### src/rtl/mem_copy_dma_if.sv
// Memory request/stall port between a DMA/CPU initiator (master) and the data memory (slave).
interface mem_copy_dma_if #(
   parameter int WIDTH = 16
);
   logic [WIDTH-1:0] mem_address;
   logic [31:0]      mem_data_out;
   logic             mem_read;
   logic             mem_write;
   logic [31:0]      mem_data_in;
   logic             mem_stall;

   modport master (
      output mem_address, mem_data_out, mem_read, mem_write,
      input  mem_data_in, mem_stall
   );

   modport slave (
      input  mem_address, mem_data_out, mem_read, mem_write,
      output mem_data_in, mem_stall
   );
endinterface

### src/rtl/mem_copy_dma.sv
// Block-copy initiator: alternating read/write per word, 4 cycles/word with a one-stall responder;
// requests are held unchanged while mem_stall is high. Optional fill mode under MEM_DMA_FILL_EN.
module mem_copy_dma #(
   parameter int WIDTH = 16
) (
   input  logic             clk,
   input  logic             rst,
   input  logic             start,
   input  logic [WIDTH-1:0] src_addr,
   input  logic [WIDTH-1:0] dst_addr,
   input  logic [WIDTH-1:0] len,
`ifdef MEM_DMA_FILL_EN
   input  logic             fill,
   input  logic [31:0]      fill_value,
`endif
   output logic             busy,
   output logic             done,
   mem_copy_dma_if.master   mem
);

   localparam logic [WIDTH-1:0] ONE = WIDTH'(1);

   typedef enum logic [1:0] {
      IDLE = 2'd0,
      RD   = 2'd1,
      WR   = 2'd2,
      DONE = 2'd3
   } state_t;

   state_t           state;
   state_t           state_nxt;
   logic [WIDTH-1:0] src_ptr;
   logic [WIDTH-1:0] dst_ptr;
   logic [WIDTH-1:0] remaining;
   logic [31:0]      data_reg;
   logic             start_fill;
   logic             fill_mode;

`ifdef MEM_DMA_FILL_EN
   assign start_fill = fill;

   // Fill mode reuses data_reg as the constant write word, so RD is never visited.
   always_ff @(posedge clk) begin
      if (rst) begin
         fill_mode <= 1'b0;
      end else if (state == IDLE && start) begin
         fill_mode <= fill;
      end
   end
`else
   assign start_fill = 1'b0;
   assign fill_mode  = 1'b0;
`endif

   always_ff @(posedge clk) begin
      if (rst) begin
         state <= IDLE;
      end else begin
         state <= state_nxt;
      end
   end

   always_comb begin
      state_nxt = state;
      case (state)
         IDLE: begin
            if (start) begin
               if (len == '0) begin
                  state_nxt = DONE;
               end else if (start_fill) begin
                  state_nxt = WR;
               end else begin
                  state_nxt = RD;
               end
            end
         end
         RD: begin
            if (!mem.mem_stall) begin
               state_nxt = WR;
            end
         end
         WR: begin
            if (!mem.mem_stall) begin
               if (remaining == ONE) begin
                  state_nxt = DONE;
               end else if (fill_mode) begin
                  state_nxt = WR;
               end else begin
                  state_nxt = RD;
               end
            end
         end
         DONE:    state_nxt = IDLE;
         default: state_nxt = IDLE;
      endcase
   end

   always_ff @(posedge clk) begin
      if (rst) begin
         src_ptr   <= '0;
         dst_ptr   <= '0;
         remaining <= '0;
         data_reg  <= '0;
      end else begin
         case (state)
            IDLE: begin
               if (start) begin
                  src_ptr   <= src_addr;
                  dst_ptr   <= dst_addr;
                  remaining <= len;
`ifdef MEM_DMA_FILL_EN
                  data_reg  <= fill_value;
`endif
               end
            end
            RD: begin
               if (!mem.mem_stall) begin
                  data_reg <= mem.mem_data_in;
                  src_ptr  <= src_ptr + ONE;
               end
            end
            WR: begin
               if (!mem.mem_stall) begin
                  dst_ptr   <= dst_ptr + ONE;
                  remaining <= remaining - ONE;
               end
            end
            default: ;
         endcase
      end
   end

   // Outputs are pure decodes of registered state, so mem_stall never reaches them combinationally.
   assign mem.mem_read     = (state == RD);
   assign mem.mem_write    = (state == WR);
   assign mem.mem_address  = (state == RD) ? src_ptr :
                             (state == WR) ? dst_ptr : '0;
   assign mem.mem_data_out = (state == WR) ? data_reg : 32'h0;
   assign busy             = (state == RD) || (state == WR);
   assign done             = (state == DONE);

endmodule

### src/flat_wrapper.sv
// flat-port wrapper written by rule: the top's interface ports become plain ports
module mem_copy_dma_flat 
#(
   parameter int WIDTH = 16
)
  (clk, rst, start, src_addr, dst_addr, len, busy, done, mem_mem_address, mem_mem_data_out, mem_mem_read, mem_mem_write, mem_mem_data_in, mem_mem_stall);
  mem_copy_dma_if #(.WIDTH(WIDTH)) mem_i ();
  input  logic clk;
  input  logic rst;
  input  logic start;
  input  logic [WIDTH-1:0] src_addr;
  input  logic [WIDTH-1:0] dst_addr;
  input  logic [WIDTH-1:0] len;
  output logic busy;
  output logic done;
  output wire logic [$bits(mem_i.mem_address)-1:0] mem_mem_address;
  output wire logic [$bits(mem_i.mem_data_out)-1:0] mem_mem_data_out;
  output wire logic [$bits(mem_i.mem_read)-1:0] mem_mem_read;
  output wire logic [$bits(mem_i.mem_write)-1:0] mem_mem_write;
  input wire logic [$bits(mem_i.mem_data_in)-1:0] mem_mem_data_in;
  input wire logic [$bits(mem_i.mem_stall)-1:0] mem_mem_stall;
  assign mem_mem_address = mem_i.mem_address;
  assign mem_mem_data_out = mem_i.mem_data_out;
  assign mem_mem_read = mem_i.mem_read;
  assign mem_mem_write = mem_i.mem_write;
  assign mem_i.mem_data_in = mem_mem_data_in;
  assign mem_i.mem_stall = mem_mem_stall;
  mem_copy_dma #(.WIDTH(WIDTH)) u_core (.clk(clk), .rst(rst), .start(start), .src_addr(src_addr), .dst_addr(dst_addr), .len(len), .busy(busy), .done(done), .mem(mem_i));
endmodule
### config.mk
export PLATFORM = sky130hd
export DESIGN_NAME = mem_copy_dma_flat
export DESIGN_NICKNAME = d
export VERILOG_FILES = /design/src/rtl/mem_copy_dma_if.sv /design/src/rtl/mem_copy_dma.sv /design/src/flat_wrapper.sv
export SDC_FILE = /design/constraint.sdc
export NUM_CORES = 1
export LEC_CHECK = 0
export ABC_AREA = 1
export BUFFER_PORTS_ARGS = -buffer_cell sky130_fd_sc_hd__buf_2
export CAP_MARGIN = 20
export CORE_AREA = 3 3 120 93
export DETAILED_ROUTE_END_ITERATION = 10
export DIE_AREA = 0 0 123 96
export MAX_ROUTING_LAYER = met4
export PLACE_DENSITY_LB_ADDON = 0.25
export REMOVE_ABC_BUFFERS = 1
export SYNTH_ARGS = -nofsm -noshare
export SYNTH_HDL_FRONTEND = slang
export SYNTH_SLANG_ARGS = --single-unit
### constraint.sdc
create_clock -name clk -period 4.4 [get_ports clk]
set_input_delay 0.66 -clock clk [delete_from_list [all_inputs] [get_ports clk]]
set_output_delay 0.66 -clock clk [all_outputs]
set_load 0.1 [all_outputs]
==> results.py, run 1 <==
metrics = {
    "run_status": {
        "status": "finished, final reports clean",
    },
    "timing": {
        "rsz0062_at_grt": "false",
        "finalMaxSlewViolations": 0,
        "setup_viol": 0,
        "worstMarginPinSlew_ns": 0.9479,
        "finalCriticalPeriod_ns": 3.195,
        "fmax_mhz": 313.0,
        "fin_ws_ns": 1.205,
        "hold_violations": 0,
        "finClkSkew_ns": 0.005752,
        "slew_headroom": 0.3673,
        "fin_crit_sh": 0.7261,
    },
    "clocking": {
        "clk_pin_slew_ns": 0.06,
        "clk_latency_ns": 0.33,
        "htreeDepth": 3,
        "cts_sinks": 82,
        "cts_buffers": 9,
        "hold_buffers": 0,
        "cts_resized": 0,
        "cts_tree": "yes",
        "root_buffer": "clkbuf_16",
        "post-cts-setup-buffers": 0,
        "clockBufferDepth": 2,
    },
    "min_path": {
        "hold_start": "u_core.remaining[15]",
        "hold_depth": 2,
        "min_path_type": "flop to flop",
        "hold_end": "u_core.remaining[15]",
    },
    "final_layout": {
        "fin_nets": 1029,
        "instances_no_fill": 1078,
        "area_delta_synth_final_pct": 20.19,
        "stdcell_area_um2": 6018,
        "diodes": 0,
        "drive_above_1_share": 0.1868,
        "largest_reg_flops": 32,
    },
    "synthesis": {
        "synth_top_area_frac": 0.3278,
        "syn_avg_cell_area_um2": 6.055,
        "synth-seq-cells": 82,
        "synth_cell_type_count": 37,
        "synth_seq_area_share": 0.3278,
        "synthTopCellsByArea": "dfxtp_1 (33%), nand2_1 (14%), nor2_1 (11%)",
        "synth_top_cell_by_area": "dfxtp_1",
        "yosysWarnings": 0,
        "synthCells": 827,
        "synthArstFlopShare": 0,
        "synth_area_um2": 5007,
        "synth_flop_cell": "dfxtp_1",
        "synth_edf_count": 0,
    },
    "die": {
        "ios": 136,
        "die_x_um": 123,
        "initial_core_util": 0.4943,
        "die_h_um": 96,
        "core_area_um2": 10130,
        "die_area_um2": 11810,
        "core.rowCount": 32,
    },
    "global_routing": {
        "grt_usage": 0.2468,
        "grt_pass1_vias": 4829,
        "antenna_found_initial": 0,
        "grt_pass1_wl_um": 22830,
        "grt.overflow.total": 0,
        "grt_max_degree": 46,
    },
    "placed_design": {
        "gp_congestion": 0.9025,
        "dp_hpwl_um": 9705,
        "dpl_worst_slack_ns": 1.502,
        "post_dp_cell_area_um2": 5698,
        "dp.cells": 1062,
        "port-buffer-count": 135,
    },
    "drt": {
        "vias": 5532,
        "drc": 0,
        "ant_nets": 0,
        "avgRoutedWirePerCell_um": 12.94,
        "drt_iter0_drc": 569,
        "drt_wl_total_um": 13950,
        "detail_route.vias_per_cell": 5.132,
        "dr.pass1.iters": 5,
    },
    "power": {
        "power_density_nw_per_um2": 701.2,
        "leakage_nw": 3.185,
        "ir_drop_uv": 652.5,
    },
    "setup_path": {
        "rr_worst_depth": 10,
        "path_max_fanout": 22,
        "rrSetupSlack_ns": 1.47,
        "startpoint_type": "flop",
        "path_cells": "inv_1 -> ha_2 -> inv_1 -> o31ai_1 -> buf_2",
        "reg2reg_from": "u_core.state[0]",
        "crit_type": "flop to output port",
        "critPathRequiredTime_ns": 3.74,
        "crit_arrival_ns": 2.53,
        "critPathCaptureType": "output port",
        "r2r-end": "u_core.dst_ptr[14]",
        "slowest_delay_ns": 0.50,
        "cpMostUsedCell": "inv_1",
        "cp_slowest_cell": "buf_2",
    },
    "run": {
        "cap_violations": 0,
    },
}
[per-stage QoR]
step                total power [mW]  hold WS [ns]    util  TNS (ns)
floorplan                      2.904        0.4512       -    -14.95
global placement               3.373        0.4744  0.5625         0
detailed placement             3.393        0.4782  0.5625         0
CTS                            4.219        0.4877  0.5941         0
global route                   4.557        0.5119  0.5941         0
finish                         4.220        0.4913  0.5941         0
[how the worst max path moves through the flow]
stage                    startpoint                   to  slack, ns
global route        u_core.state[0]   mem_mem_address[9]       1.09
floorplan           u_core.state[0]  mem_mem_address[14]      -2.55
global placement    u_core.state[0]   u_core.dst_ptr[14]       1.63
finish              u_core.state[0]  mem_mem_address[14]       1.21
CTS                 u_core.state[0]   mem_mem_address[9]       1.27
detailed placement  u_core.state[0]   u_core.dst_ptr[14]       1.50
[worst max-delay path: cells and delay by family, from the launching register on]
family                   cells  cell delay (ns)
buffers and inverters        3             0.97
adder cells (fa/ha/maj)      1             0.45
AO/OA/AOI/OAI                1             0.44
flip-flops                   1             0.34
[per-layer routing]
layer | wire length (um) | share of wire | GRT usage
met2 | 6008 | 0.43 | 0.3683
met5 | 0 | 0 | -
met3 | 982 | 0.070 | 0.04407
met4 | 157 | 0.011 | 0.05069
met1 | 6802 | 0.49 | 0.3515
[power breakdown]
group          switching [mW]  total (mW)  leakage, nW  internal (mW)
Combinational            1.63        2.19         2.36          0.563
Clock                   0.309       0.807        0.145          0.498
Sequential              0.233        1.22        0.675          0.990
Total                    2.17        4.22         3.18           2.05
[synthesized netlist by cell type (3+ instances only)]
| cell type | number |
|---|---|
| a211oi_1 | 3 |
| a21oi_1 | 57 |
| a31oi_1 | 10 |
| buf_2 | 21 |
| buf_4 | 3 |
| clkbuf_1 | 16 |
| dfxtp_1 | 82 |
| ha_1 | 8 |
| inv_1 | 104 |
| inv_2 | 3 |
| nand2_1 | 188 |
| nand3_1 | 41 |
| nand4_1 | 10 |
| nor2_1 | 144 |
| nor2_2 | 4 |
| nor3_1 | 6 |
| o21a_1 | 4 |
| o21ai_0 | 92 |
| or2_2 | 5 |
[cell type report]
| type | count | area [um2] |
|---|---|---|
| Clock buffer | 10 | 229.0 |
| Clock inverter | 6 | 91.34 |
| Fill cell | 1046 | 4111 |
| Inverter | 108 | 407.9 |
| Multi-Input combinational cell | 595 | 2758 |
| Sequential cell | 82 | 1642 |
| Tap cell | 136 | 170.2 |
| Timing Repair Buffer | 141 | 720.7 |
[kinds of logic (layout without fill, tap and decap cells)]
family / count (synthesis) / in the layout / synth area share
AOI/OAI and AO/OA: 179 / 179 / 0.1917
xor gates and xnor gates: 2 / 2 / 0.003499
adders and majority gates: 8 / 8 / 0.01999
buffers and inverters: 150 / 265 / 0.1219
DFF: 82 / 82 / 0.3278
and+or+nand+nor: 406 / 406 / 0.3351
[cell usage in the layout, fill, tap and decap left out, types with 2 or more instances in the layout]
master,netlist,final
nand2_1,188,188
nor2_1,144,144
buf_2,21,135
inv_1,104,104
o21ai_0,92,92
dfxtp_1,82,82
a21oi_1,57,57
nand3_1,41,41
a31oi_1,10,10
nand4_1,10,10
clkbuf_16,0,9
ha_1,8,7
nor3_1,6,6
buf_4,3,6
or2_2,5,5
o21a_1,4,4
nor2_2,4,4
inv_2,3,3
a211oi_1,3,3
clkinvlp_4,0,3
o31ai_1,2,2
a21boi_0,2,2
nor2_4,2,2
a41oi_1,2,2
o21ai_1,2,2
nand2_2,2,2
nand3b_1,2,2
xnor2_1,2,2
bufinv_16,0,2
No activity file was read; power rests on OpenSTA's default activity.
==> run 2, diff against run 1 <==
==> constraint.sdc (replaced) <==
create_clock -name clk -period 3.19 [get_ports clk]
set_input_delay 0.4785 -clock clk [delete_from_list [all_inputs] [get_ports clk]]
set_output_delay 0.4785 -clock clk [all_outputs]
set_load 0.1 [all_outputs]
==> run 2 against run 1 <==
  * Total power increased by 42%
  * First-iteration DRC count down 5.8%
  * Register-to-register slack worse by 0.48 ns
  * Clock skew is 0.0013 ns higher
  * Flip-flop and latch count unchanged
  * Wire length fell by 0.84%
  * Sequential share of layout area down 0.40 points
  * Via count fell by 0.89%
  * Core utilization is 0.88 points higher
  * Hold slack lost 0.14 ns
==> results.py, run 2 (synthesis results as in run 1) <==
metrics = {
    "run_status": {
        "status": "finished, final reports clean",
    },
    "drt": {
        "drt_iter0_drc": 536,
        "detail_route.vias_per_cell": 5.077,
        "vias": 5483,
        "dr.pass1.iters": 5,
        "drc": 0,
        "avgRoutedWirePerCell_um": 12.81,
        "ant_nets": 0,
        "drt_wl_total_um": 13830,
    },
    "setup_path": {
        "path_cells": "inv_1 -> ha_2 -> buf_4 -> nand2_1 -> o21ai_0 -> buf_2",
        "startpoint_type": "flop",
        "critPathCaptureType": "output port",
        "cp_num_buf_inv": 3,
        "rrSetupSlack_ns": 0.99,
        "crit_arrival_ns": 2.12,
        "path_max_fanout": 29,
        "r2r-end": "u_core.remaining[6]",
        "crit_type": "flop to output port",
        "rr_worst_depth": 10,
        "cp_slowest_cell": "buf_2",
        "cp_top_family": "buffers and inverters",
        "reg2reg_from": "u_core.state[0]",
        "critPathRequiredTime_ns": 2.71,
        "slowest_delay_ns": 0.48,
    },
    "placed_design": {
        "dp.cells": 1065,
        "dpl_worst_slack_ns": 0.9630,
        "gp_congestion": 0.8659,
        "post_dp_cell_area_um2": 5751,
        "dp_hpwl_um": 9811,
        "port-buffer-count": 135,
    },
    "final_layout": {
        "instances_no_fill": 1080,
        "final_util": 0.6029,
        "diodes": 0,
        "mostFrequentLayoutCell": "nand2_1",
        "area_delta_synth_final_pct": 21.96,
        "stdcell_area_um2": 6107,
        "fin_nets": 1032,
        "drive_above_1_share": 0.1886,
        "largest_reg_flops": 32,
        "final_cell_mix": "nand2_1 (188), nor2_1 (144), buf_2 (133), inv_1 (104), o21ai_0 (92)",
    },
    "die": {
        "core_area_um2": 10130,
        "initial_core_util": 0.4943,
        "ios": 136,
        "die_x_um": 123,
        "die_area_um2": 11810,
        "die_h_um": 96,
        "core.rowCount": 32,
    },
    "global_routing": {
        "grt_pass1_vias": 4808,
        "grt.overflow.total": 0,
        "grt_max_degree": 54,
        "grt_usage": 0.2461,
        "grt_pass1_wl_um": 22730,
        "antenna_found_initial": 0,
    },
    "timing": {
        "worstMarginPinSlew_ns": 0.5335,
        "fin_crit_sh": 0.8135,
        "fin_ws_ns": 0.5950,
        "finalMaxSlewViolations": 0,
        "setup_viol": 0,
        "fmax_mhz": 385.4,
        "slew_headroom": 0.6413,
        "hold-worst-slack_ns": 0.3553,
        "rsz0062_at_grt": "false",
        "finClkSkew_ns": 0.007004,
        "hold_violations": 0,
        "finalCriticalPeriod_ns": 2.595,
        "tns_ns": 0,
    },
    "power": {
        "ir_drop_uv": 613.8,
        "totalPowerFinal_mw": 5.987,
        "leakage_nw": 3.229,
        "power_density_nw_per_um2": 980.4,
    },
    "clocking": {
        "hold_buffers": 0,
        "cts_buffers": 9,
        "clk_pin_slew_ns": 0.06,
        "root_buffer": "clkbuf_16",
        "post-cts-setup-buffers": 0,
        "cts_resized": 0,
        "clk_latency_ns": 0.34,
        "cts_sinks": 82,
        "cts_tree": "yes",
        "clockBufferDepth": 2,
        "htreeDepth": 3,
    },
    "min_path": {
        "hold_end": "u_core.data_reg[24]",
        "hold_depth": 3,
        "min_path_type": "input pin to flop",
        "hold_start": "mem_mem_data_in[24]",
    },
    "run": {
        "cap_violations": 0,
    },
}
[run 2: cell count changes in the layout (fill, tap and decap cells not counted), sizes merged]
cell      delta
clkinvlp     -2
buf          +3
clkinv       -1
bufinv       +2
[run 2: area by class of cell]
class	instances	area [um2]
Inverter	108	407.9
Sequential cell	82	1642
Tap cell	136	170.2
Clock buffer	10	229.0
Timing Repair Buffer	144	773.2
Multi-Input combinational cell	595	2758
Fill cell	1035	4023
Clock inverter	5	127.6
[run 2: worst max-delay path by stage]
stage / cells past startpoint / endpoint / slack (ns) / from
2_1_floorplan: 4 / mem_mem_address[14] / -3.58 / u_core.state[0]
5_1_grt: 6 / mem_mem_address[10] / 0.44 / u_core.state[0]
3_3_place_gp: 6 / mem_mem_address[10] / 0.99 / u_core.state[0]
6_report: 6 / mem_mem_address[10] / 0.59 / u_core.state[0]
4_1_cts: 6 / mem_mem_address[10] / 0.59 / u_core.state[0]
3_5_place_dp: 6 / mem_mem_address[10] / 0.96 / u_core.state[0]
[run 2: routing by layer]
layer | part of all wire | GRT usage | up-vias | wire length, um
met5 | 0 | - | - | 0
met4 | 0.0070 | 0.04240 | 0 | 97
met3 | 0.078 | 0.05405 | 10 | 1073
met2 | 0.43 | 0.3624 | 191 | 5927
met1 | 0.49 | 0.3512 | 2411 | 6735
li1 | - | - | 2871 | -
[run 2: worst min-delay path: cells and delay by family]
family	cells	cell delay, ns
buffers and inverters	1	0.07
AND/OR/NAND/NOR	2	0.11
[run 2: power by group]
part	switching [mW]	internal, mW	leakage, nW
registers	0.315	1.37	0.675
logic	2.24	0.808	2.38
clock network	0.416	0.840	0.169
total	2.97	3.01	3.23
